**src/rtl/chacha20_poly1305_bus_master.sv**
```systemverilog
// Bus initiator for the chacha20_poly1305_bus register interface: loads one key/nonce/data job,
// runs init/next, polls status and returns the 64-bit result. CHACHA_BUS_MASTER_TIMEOUT_EN bounds polling.
module chacha20_poly1305_bus_master #(
  parameter int unsigned INIT_GAP = 2,
  parameter int unsigned POLL_GAP = 4
`ifdef CHACHA_BUS_MASTER_TIMEOUT_EN
  ,
  parameter int unsigned TIMEOUT  = 1024
`endif
) (
  input  logic         clk,
  input  logic         reset_n,
  input  logic         start_valid,
  output logic         start_ready,
  input  logic [255:0] key,
  input  logic [95:0]  nonce,
  input  logic [63:0]  data,
  output logic         resp_valid,
  input  logic         resp_ready,
  output logic [63:0]  result,
  output logic         resp_error,
  output logic         busy,
  output logic         cs,
  output logic         we,
  output logic [7:0]   address,
  output logic [31:0]  write_data,
  input  logic [31:0]  read_data
);

  localparam logic [7:0] AddrCtrl   = 8'h08;
  localparam logic [7:0] AddrStatus = 8'h09;

  typedef enum logic [2:0] {
    StIdle, StLoad, StInit, StNext, StPoll, StRead, StFin, StResp
  } state_e;

  state_e        state_q, state_d, next_q, next_d;
  logic          phase_q, phase_d;  // 0: strobe cycle, 1: recovery/gap cycles
  logic [3:0]    idx_q, idx_d;
  logic [15:0]   gap_q, gap_d;
  logic [255:0]  key_q, key_d;
  logic [95:0]   nonce_q, nonce_d;
  logic [63:0]   data_q, data_d;
  logic [63:0]   result_q, result_d;
  logic [12:0][31:0] words;

  // words[12] is the key MSW, so load index i maps to words[12 - i]
  assign words = {key_q, nonce_q, data_q};

`ifdef CHACHA_BUS_MASTER_TIMEOUT_EN
  localparam int unsigned PollW = $clog2(TIMEOUT + 1);
  logic [PollW-1:0] poll_q, poll_d;
  logic             error_q, error_d;
  assign resp_error = error_q;
`else
  assign resp_error = 1'b0;
`endif

  assign start_ready = (state_q == StIdle);
  assign busy        = (state_q != StIdle);
  assign resp_valid  = (state_q == StResp);
  assign result      = result_q;

  always_comb begin
    state_d    = state_q;
    next_d     = next_q;
    phase_d    = phase_q;
    idx_d      = idx_q;
    gap_d      = gap_q;
    key_d      = key_q;
    nonce_d    = nonce_q;
    data_d     = data_q;
    result_d   = result_q;
`ifdef CHACHA_BUS_MASTER_TIMEOUT_EN
    poll_d     = poll_q;
    error_d    = error_q;
`endif
    cs         = 1'b0;
    we         = 1'b0;
    address    = '0;
    write_data = '0;

    unique case (state_q)
      StIdle: begin
        if (start_valid) begin
          key_d    = key;
          nonce_d  = nonce;
          data_d   = data;
          result_d = '0;
          idx_d    = '0;
          phase_d  = 1'b0;
          state_d  = StLoad;
`ifdef CHACHA_BUS_MASTER_TIMEOUT_EN
          poll_d   = '0;
          error_d  = 1'b0;
`endif
        end
      end
      StResp: begin
        if (resp_ready) state_d = StIdle;
      end
      default: begin
        if (!phase_q) begin
          cs      = 1'b1;
          phase_d = 1'b1;
          gap_d   = '0;
          unique case (state_q)
            StLoad: begin
              we         = 1'b1;
              if (idx_q < 4'd8)       address = 8'h10 + {4'h0, idx_q};
              else if (idx_q < 4'd11) address = 8'h18 + {4'h0, idx_q};
              else                    address = 8'h25 + {4'h0, idx_q};
              write_data = words[4'd12 - idx_q];
              idx_d      = idx_q + 4'd1;
              next_d     = (idx_q == 4'd12) ? StInit : StLoad;
            end
            StInit: begin
              we         = 1'b1;
              address    = AddrCtrl;
              write_data = 32'h1;
              gap_d      = 16'(INIT_GAP);
              next_d     = StNext;
            end
            StNext: begin
              we         = 1'b1;
              address    = AddrCtrl;
              write_data = 32'h2;
              next_d     = StPoll;
            end
            StPoll: begin
              address = AddrStatus;
              if (read_data[0]) begin
                idx_d  = '0;
                next_d = StRead;
              end else begin
                gap_d  = 16'(POLL_GAP);
                next_d = StPoll;
`ifdef CHACHA_BUS_MASTER_TIMEOUT_EN
                poll_d = poll_q + 1'b1;
                if (poll_d == PollW'(TIMEOUT)) begin
                  error_d  = 1'b1;
                  result_d = '0;
                  gap_d    = '0;
                  next_d   = StFin;
                end
`endif
              end
            end
            StRead: begin
              address = {7'b0100000, idx_q[0]};
              if (!idx_q[0]) result_d[63:32] = read_data;
              else           result_d[31:0]  = read_data;
              idx_d   = idx_q + 4'd1;
              next_d  = idx_q[0] ? StFin : StRead;
            end
            StFin: begin
              we         = 1'b1;
              address    = AddrCtrl;
              write_data = 32'h4;
              next_d     = StResp;
            end
            default: ;
          endcase
        end else if (gap_q != '0) begin
          gap_d = gap_q - 16'd1;
        end else begin
          phase_d = 1'b0;
          state_d = next_q;
        end
      end
    endcase
  end

  always_ff @(posedge clk or negedge reset_n) begin
    if (!reset_n) begin
      state_q  <= StIdle;
      next_q   <= StIdle;
      phase_q  <= 1'b0;
      idx_q    <= '0;
      gap_q    <= '0;
      key_q    <= '0;
      nonce_q  <= '0;
      data_q   <= '0;
      result_q <= '0;
    end else begin
      state_q  <= state_d;
      next_q   <= next_d;
      phase_q  <= phase_d;
      idx_q    <= idx_d;
      gap_q    <= gap_d;
      key_q    <= key_d;
      nonce_q  <= nonce_d;
      data_q   <= data_d;
      result_q <= result_d;
    end
  end

`ifdef CHACHA_BUS_MASTER_TIMEOUT_EN
  always_ff @(posedge clk or negedge reset_n) begin
    if (!reset_n) begin
      poll_q  <= '0;
      error_q <= 1'b0;
    end else begin
      poll_q  <= poll_d;
      error_q <= error_d;
    end
  end
`endif

endmodule

```
**config.mk**
```make
export PLATFORM = sky130hd
export DESIGN_NAME = chacha20_poly1305_bus_master
export DESIGN_NICKNAME = d
export VERILOG_FILES = /design/src/rtl/chacha20_poly1305_bus_master.sv
export SDC_FILE = /design/constraint.sdc
export NUM_CORES = 1
export LEC_CHECK = 0
export BUFFER_PORTS_ARGS = -buffer_cell sky130_fd_sc_hd__buf_2
export CAP_MARGIN = 30
export CORE_UTILIZATION = 40
export CTS_CLUSTER_DIAMETER = 80
export CTS_CLUSTER_SIZE = 10
export DETAILED_ROUTE_END_ITERATION = 12
export PLACE_DENSITY = 0.73
export SYNTH_ARGS = -nofsm -noshare
export SYNTH_HDL_FRONTEND = slang
export SYNTH_SLANG_ARGS = --single-unit
```
**constraint.sdc**
```tcl
create_clock -name clk -period 5.8 [get_ports clk]
set_input_delay 1.16 -clock clk [delete_from_list [all_inputs] [get_ports clk]]
set_output_delay 1.16 -clock clk [all_outputs]
set_load 0.03 [all_outputs]
```
==> impl.org, run 1 <==
** Global route
- Wire length of the first global-routing pass :: 102700 um
- Vias in the first global route :: about 17000
- In the global route stage, overall resource usage came out at 0.2311.
- Remaining Overflow, GRT :: 0
- Largest net degree at the start of global routing :: 124
- The number of antenna violations at the first check in global routing came to 35.

** Setup path
- Worst setup path startpoint :: idx_q[1]
- Sequence of cells on the critical path :: inv_1 > ha_4 > buf_4 > mux4_2 > mux2i_1 > a211oi_1 > buf_2
- CP Launch Type :: flip-flop
- Slowest library cell on the worst path :: sky130_fd_sc_hd__ha_4
- Capturing instance or port of the critical path :: write_data[7]
- For this run, the slowest stage of the critical path takes roughly 0.60 ns.
- Register-to-register path setup slack :: about 2.3 ns
- Crit. End Element :: primary output
- Counting cells, the worst reg-to-reg path comes to 5.
- At the worst endpoint, the required time is 4.64 ns.
- Of all nets on the critical path, the largest fanout is 35.
- The setup path with the least slack is of type flip-flop to primary output.
- Endpoint of the worst register-to-register path :: key_q[189]
- The worst register-to-register path begins at state_q[0].
- Critical Path AT :: around 3.7 ns

** Worst hold path
- Worst min-delay path category :: flip-flop to flip-flop
- In this run the most critical hold path is launched from result[21].

** Place
- RD Place Congestion :: slightly above 0.9
- The count of buffers added on input and output ports is about 560.
- Placement-stage worst setup slack :: approximately 1.6 ns
- In this run the cell area measured after placement is approximately 26000 sq um.
- Once detailed placement completed, the half-perimeter wirelength came to roughly 50000 um.

** Floorplanning
- Vertical die dimension :: 241.8 um
- Row generation in the floorplan step produced 87 rows.
- X dimension of the die :: 241.8 um
- Die Outline Area :: roughly 58000 sq um
- The core region is 56600 sq um.
- Starting density of the core :: 0.4064
- Top Ports :: approximately 560

** Logic synthesis
- Ys flop type :: sky130_fd_sc_hd__dfrtp_1
- Of the synthesized area, sequential elements account for 0.5515.
- The synthesized netlist occupies a cell area of ~23000 sq um.
- Cell accounting for the most synthesized area :: sky130_fd_sc_hd__dfrtp_1
- Flip-flop and latch count after synthesis :: about 510
- The number of different library cells used by synthesis comes to 62.
- For this run, asynchronously set or reset flops after synthesis account for 1.000.
- Count of warnings emitted by yosys :: 0
- The share of synthesized area in the top cell type comes to 0.5515.
- The average instance in the mapped netlist occupies ~15 sq um.
- Cell count after synthesis :: roughly 1600
- Counting flops with a built-in enable in the synthesized netlist gives 0.
- In the post-synthesis netlist, the biggest area contributors are sky130_fd_sc_hd__dfrtp_1, sky130_fd_sc_hd__mux2_1, sky130_fd_sc_hd__mux4_2.

** Clocking
- Max Buffers Root-to-Sink :: 3
- # H-tree levels :: 2
- Buffers inserted to repair hold after CTS numbered 0.
- TritonCTS Buffers :: 57
- Post-cts sizing count :: 0
- For this design, the sink count on the clock tree is 507.
- Clock latency of the later-clocked register in the worst-skew pair :: 0.64 ns
- TritonCTS built the clock tree.
- Post CTS Setup Buffer Count :: 0
- CTS root buffer :: sky130_fd_sc_hd__clkbuf_16
- After clock tree synthesis, the clock-pin slew on the worst setup and hold paths is 0.06 ns.

** Cells and area
- Number of nets in the finished design :: about 2600
- Post-Layout Inst Area :: 27950 sq um
- Proportion of layout cells with a drive suffix above 1 :: 0.4437
- Synthesis-to-finish area growth :: 21.50%

** Detailed routing
- Before antenna repair, the detailed router went through 5 iterations.
- DRC Markers :: 0
- Via count normalized by instance count :: between 5 and 6
- The detail route stage leaves a number of antenna-violating nets equal to 0.
- Final routed wire length divided by cell count :: approximately 23 um
- The routed layout has ~16000 vias.
- Total detailed-routing wirelength :: around 68000 um
- DRT iter0 DRCs :: 1067

** Flow run
- Max-cap viol count :: 0

** Timing
- Final worst path period need :: 4.810 ns
- Setup TNS after final layout :: 0 ns
- Between clock sinks in the finished design, the worst skew comes to between 0.02 and 0.025 ns.
- Final hold analysis gives a worst-case slack of roughly 0.47 ns.
- Relative slew slack :: 0.3516
- Worst-case setup margin in the final layout :: slightly below 1 ns
- For the pin with the worst max-slew slack, the measured transition is slightly below 1 ns.
- Dividing the final minimum period by the clock period gives 0.8293.
- Number of endpoints failing setup at the final stage :: 0
- Setup repair after global routing missed its margin :: false
- The max-slew violation count came to 0.
- The number of failing hold endpoints at the final stage is 0.
- Derived from the worst setup path, the maximum achievable clock frequency is ~210 MHz.

** Status
- The flow ran to the end, and the final reports show no timing, DRC or antenna violations.

** Power
- Static leakage :: 12.66 nW
- Overall power consumption after layout is estimated at approximately 17 mW.
- Power density over the cells :: 618.7 nW/um^2
- IR drop worst, VDD :: between 0.0003 and 0.0004 V
## cells in the mapped netlist (7+ instances only)
cell type and n:
sky130_fd_sc_hd__mux2_1 240, sky130_fd_sc_hd__inv_1 11, sky130_fd_sc_hd__clkbuf_1 40, sky130_fd_sc_hd__mux2_2 177
sky130_fd_sc_hd__nand2_1 119, sky130_fd_sc_hd__mux4_2 96, sky130_fd_sc_hd__buf_4 13, sky130_fd_sc_hd__nor3_1 9
sky130_fd_sc_hd__buf_2 34, sky130_fd_sc_hd__buf_6 26, sky130_fd_sc_hd__a21oi_1 16, sky130_fd_sc_hd__dfrtp_1 507
sky130_fd_sc_hd__a211oi_1 30, sky130_fd_sc_hd__o21ai_0 77, sky130_fd_sc_hd__mux2i_1 38, sky130_fd_sc_hd__o31ai_1 7
sky130_fd_sc_hd__a221oi_1 33, sky130_fd_sc_hd__nor2_1 12, sky130_fd_sc_hd__nand3_1 10
## metal layers
layer	vias up	GRT usage	wire, um
li1	6942	-	-
met1	8079	0.2816	26920
met2	560	0.3841	33450
met3	146	0.06992	4857
met4	38	0.08972	2446
met5	-	0	250
## layout by cell type, fill, tap and decap left out, types with 33 or more instances in the layout
| cell type | n |
|---|---|
| sky130_fd_sc_hd__buf_2 | 558 |
| sky130_fd_sc_hd__dfrtp_1 | 506 |
| sky130_fd_sc_hd__mux2_1 | 240 |
| sky130_fd_sc_hd__mux2_2 | 177 |
| sky130_fd_sc_hd__nand2_1 | 119 |
| sky130_fd_sc_hd__mux4_2 | 96 |
| sky130_fd_sc_hd__o21ai_0 | 77 |
| sky130_fd_sc_hd__clkbuf_16 | 57 |
| sky130_fd_sc_hd__mux2i_1 | 38 |
| sky130_fd_sc_hd__a221oi_1 | 33 |
## where the power goes
| part | total, mW | leakage (nW) | internal, mW | switching (mW) |
|---|---|---|---|---|
| clock network | 3.14 | 0.752 | 1.74 | 1.40 |
| registers | 6.39 | 6.09 | 5.31 | 1.08 |
| logic | 7.76 | 5.82 | 3.56 | 4.20 |
| total | 17.3 | 12.7 | 10.6 | 6.68 |
## kinds of logic after synthesis
group / Yosys count / synth area share
flip-flops: 507 / 0.5515
adder cells (fa/ha/maj): 4 / 0.002176
buffers and inverters: 131 / 0.03525
other: 1 / 0.0001630
AO/OA/AOI/OAI: 187 / 0.05325
multiplexers: 551 / 0.3147
AND/OR/NAND/NOR: 200 / 0.04183
XOR/XNOR: 3 / 0.001142
## how the worst min path moves through the flow
stage	to	depth (start not counted)
2_1_floorplan	key_q[32]	1
3_3_place_gp	result[36]	2
3_5_place_dp	result[38]	2
4_1_cts	result[38]	2
5_1_grt	nonce_q[60]	1
6_report	result[21]	2
## critical path, delay by kind of cell, from the launching register on
kind | cells | cell delay [ns]
buffers and inverters | 3 | 0.89
muxes | 2 | 0.87
adders and majority gates | 1 | 0.60
DFF | 1 | 0.42
AOI/OAI and AO/OA | 1 | 0.19
## per-stage QoR
step,utilization,instances
floorplan,-,1585
global placement,0.4659,2812
detailed placement,0.4659,2812
CTS,0.4930,2877
global route,0.4935,2890
finish,0.4938,2895
## flip-flops by register name (all words and copies together) (netlist names)
register,flops
phase_q,1
gap_q,16
state_q,3
key_q,256
next_q,3
idx_q,4
result,64
data_q,64
nonce_q,96
## layout make-up
class	instances	area, sq um
Clock inverter	7	100.1
Timing Repair Buffer	589	3120
Sequential cell	507	12690
Tap cell	756	945.9
Clock buffer	58	1430
Inverter	13	48.80
Multi-Input combinational cell	947	9568
Antenna cell	18	45.04
Fill cell	4922	28660
Note: power is estimated with default switching activity, not from simulation.
==> run 2, diff against run 1 <==
==> constraint.sdc (replaced) <==
create_clock -name clk -period 4.58 [get_ports clk]
set_input_delay 0.916 -clock clk [delete_from_list [all_inputs] [get_ports clk]]
set_output_delay 0.916 -clock clk [all_outputs]
set_load 0.03 [all_outputs]
==> run 2 against run 1 <==
Compared with the run above:
- count of clock-buffer cells in the layout grew 2
- combinational power grew 30%
- cell count grew 1.2%
- via count grew 1.5%
- sequential share of layout area shrank 0.51 points
- critical endpoint is now write_data[27]
- highest routed layer unchanged
==> impl.org, run 2 (synthesis results as in run 1) <==
** Setup path
- Along the worst path, the maximum fanout reaches 38.
- The endpoint identified for the worst register-to-register timing path is nonce_q[4].
- Reg2reg path depth :: 5
- Beginning of the worst register-to-register path :: state_q[0]
- By startpoint and endpoint, the worst setup path is classified as flip-flop to primary output.
- STA puts the critical path data required time at about 3.7 ns.
- STA classifies the critical path endpoint as a primary output.
- Register-to-register path setup slack :: 1.43 ns
- CP Launch Type :: flip-flop
- At the worst endpoint, the arrival time is roughly 3.5 ns.

** Power
- Sum of internal, switching and leakage power :: 22.24 mW
- Fraction of power consumed by combinational cells :: 0.454
- The internal portion of the total power is around 14 mW.
- Static leakage :: about 13 nW
- Power density over the cells :: between 700 and 800 nW/um^2
- NetSw :: approximately 8.5 mW
- Power share of the sequential group :: 0.364
- Share of total power consumed by net switching :: 0.3817
- IR analysis of the VDD net gives a maximum drop of about 0.00042 V.
- The share of total power dissipated in the clock network is 0.182.

** Detailed routing
- The detailed router finished its first iteration with just under 900 violations.
- For this run, the detailed router's first-pass iteration total came to 6.
- In the routed design, unresolved DRC markers number 0.
- Via count of the routed design :: about 16000
- Using the TritonRoute via totals, the vias-per-cell ratio works out to 5.464.
- Final routed wire length divided by cell count :: around 24 um
- Summed over all layers, the routed wires come to 68930 um.
- The count of nets left with antenna violations once routing finished came out at 0.

** Global route
- Vias in the first global route :: about 17000
- Tot GR Track Use :: 0.2358
- The number of antenna violations at the first check in global routing was 48.
- Largest net degree at the start of global routing :: 113
- Remaining Overflow, GRT :: 0
- The first global-routing pass estimated between 100000 and 150000 um of wire.

** Timing
- Highest Clock Rate :: around 230 MHz
- Final worst path period need :: 4.371 ns
- Setup TNS after final layout :: 0 ns
- Setup violations remaining at the end of the flow were counted as 0.
- Final Hold Fails :: 0
- The max-slew violation count came to 0.
- Final cycle utilization of the critical path :: 0.9543
- At the pin with the least slew margin, the transition time is 0.8707 ns.
- The worst pin sits at a relative slew slack of 0.4196.
- On the final layout, the worst clock skew is between 0.02 and 0.025 ns.
- Setup repair after global routing left no endpoint under its margin.

** Cells and area
- Biggest regs :: key_q (256), nonce_q (96)
- Number of nets in the finished design :: 2597
- The register with the most flip-flops in the layout has between 200 and 300 of them.
- In the layout the commonest cells are sky130_fd_sc_hd__buf_2, sky130_fd_sc_hd__dfrtp_1, sky130_fd_sc_hd__mux2_1.
- Filler Cells Inserted :: between 4000 and 5000
- Summing all multi-input logic gate instances after layout gives 9573 sq um.
- Registers take about 13000 sq um.
- Top reg by flops :: key_q
- Leading cell type in the layout, fill and taps excluded :: sky130_fd_sc_hd__buf_2
- Final core occ :: 0.4994
- In the final layout, the share of cells above drive strength 1 is 0.4509.
- Relative to the synthesized area, the layout overhead comes to 22.89%.

** Floorplanning
- Top Ports :: 562
- The floorplan step defined a die boundary enclosing 58470 sq um.
- Vertical die dimension :: ~240 um
- Row count :: 87
- Placeable core region :: between 50000 and 60000 sq um
- Starting density of the core :: 0.4064
- In this run the horizontal extent of the chip is 241.8 um.

** Clocking
- # H-tree levels :: 2
- TritonCTS Sinks :: around 510
- Clock tree from TritonCTS :: yes
- Clock tree synthesis inserted a total of just under 60 buffers.
- Max Buffers Root-to-Sink :: 3
- Clock input transition at the sequential cells of the worst setup and hold paths :: 0.07 ns
- Clock latency of the later-clocked register in the worst-skew pair :: about 0.62 ns
- CTS root buffer :: sky130_fd_sc_hd__clkbuf_16

** Place
- Port buffer count :: about 560
- The congestion estimate from routability-driven global placement came to 0.9235.
- HPWL Detailed :: around 52000 um

** Flow run
- Max-cap viol count :: 0

** Status
- Status :: finished, final reports clean

** Worst hold path
- The tightest min-delay check is of the input pin to asynchronous set/reset pin type.
-- run 2: changes by cell type in the layout (fill, tap and decap cells not counted), sizes merged --
cell and delta:
clkinv -5, buf +25, clkbuf +2, inv +4
diode +8
-- run 2: worst max-delay path by stage --
stage / startpoint / to / slack [ns] / cells past startpoint
after floorplan: idx_q[0] / write_data[10] / 0.61 / 11
after global placement: idx_q[0] / write_data[0] / 0.65 / 7
after detailed placement: idx_q[0] / write_data[2] / 0.64 / 7
after CTS: idx_q[0] / write_data[0] / 0.05 / 7
after global routing: idx_q[0] / write_data[23] / 0.04 / 8
final: idx_q[0] / write_data[27] / 0.21 / 7
-- run 2: layout make-up --
| class | instances | area share |
|---|---|---|
| multi-input cells | 947 | 0.3386 |
| repair buffers | 614 | 0.1199 |
| diodes | 26 | 0.002302 |
| clock inverters | 6 | 0.003010 |
| well taps | 756 | 0.03346 |
| inverters | 13 | 0.001726 |
| clock buffers | 60 | 0.05196 |
| flip-flops and latches | 507 | 0.4489 |
-- run 2: power by group through the flow --
stage / Clock (mW) / Combinational [mW] / Sequential (mW)
CTS: 4.15 / 10.3 / 8.09
detailed placement: 0 / 10.2 / 8.15
floorplan: 0 / 6.69 / 7.97
finish: 4.05 / 10.1 / 8.10
global placement: 0 / 9.87 / 8.03
global route: 4.32 / 10.9 / 8.37
-- run 2: critical path, cell delays in order (launching register included) --
cell and delay (ns):
sky130_fd_sc_hd__dfrtp_4 0.44, sky130_fd_sc_hd__inv_1 0.11, sky130_fd_sc_hd__ha_4 0.51, sky130_fd_sc_hd__buf_12 0.32, sky130_fd_sc_hd__mux4_2 0.34, sky130_fd_sc_hd__a221oi_1 0.74, sky130_fd_sc_hd__a211oi_1 0.11, sky130_fd_sc_hd__buf_2 0.23
-- run 2: metal layers --
metal	global-route usage	vias up	share of wire
li1	-	7015	-
met2	0.3863	657	0.48
met4	0.1059	42	0.043
met3	0.07558	193	0.084
met5	0	-	0.0039
met1	0.2840	8098	0.39
-- run 2: metrics by stage --
step                      cells  instance area, sq um  hold WS, ns  setup slack, ns
after floorplan            1585                 23010       0.4524           0.6083
after global placement     2834                 26600       0.4569           0.6486
after detailed placement   2834                 26600       0.4662           0.6405
after CTS                  2903                 28200       0.2868          0.04847
after global routing       2925                 28260       0.3156          0.04270
final                      2929                 28270       0.3035           0.2093
-- run 2: what timing repair did --
action	CTS	global route
endpoints found under the setup margin	2	2
buffers inserted	3	0
endpoints found under the hold margin	0	0
gates resized for setup	1	2
hold buffers	0	0
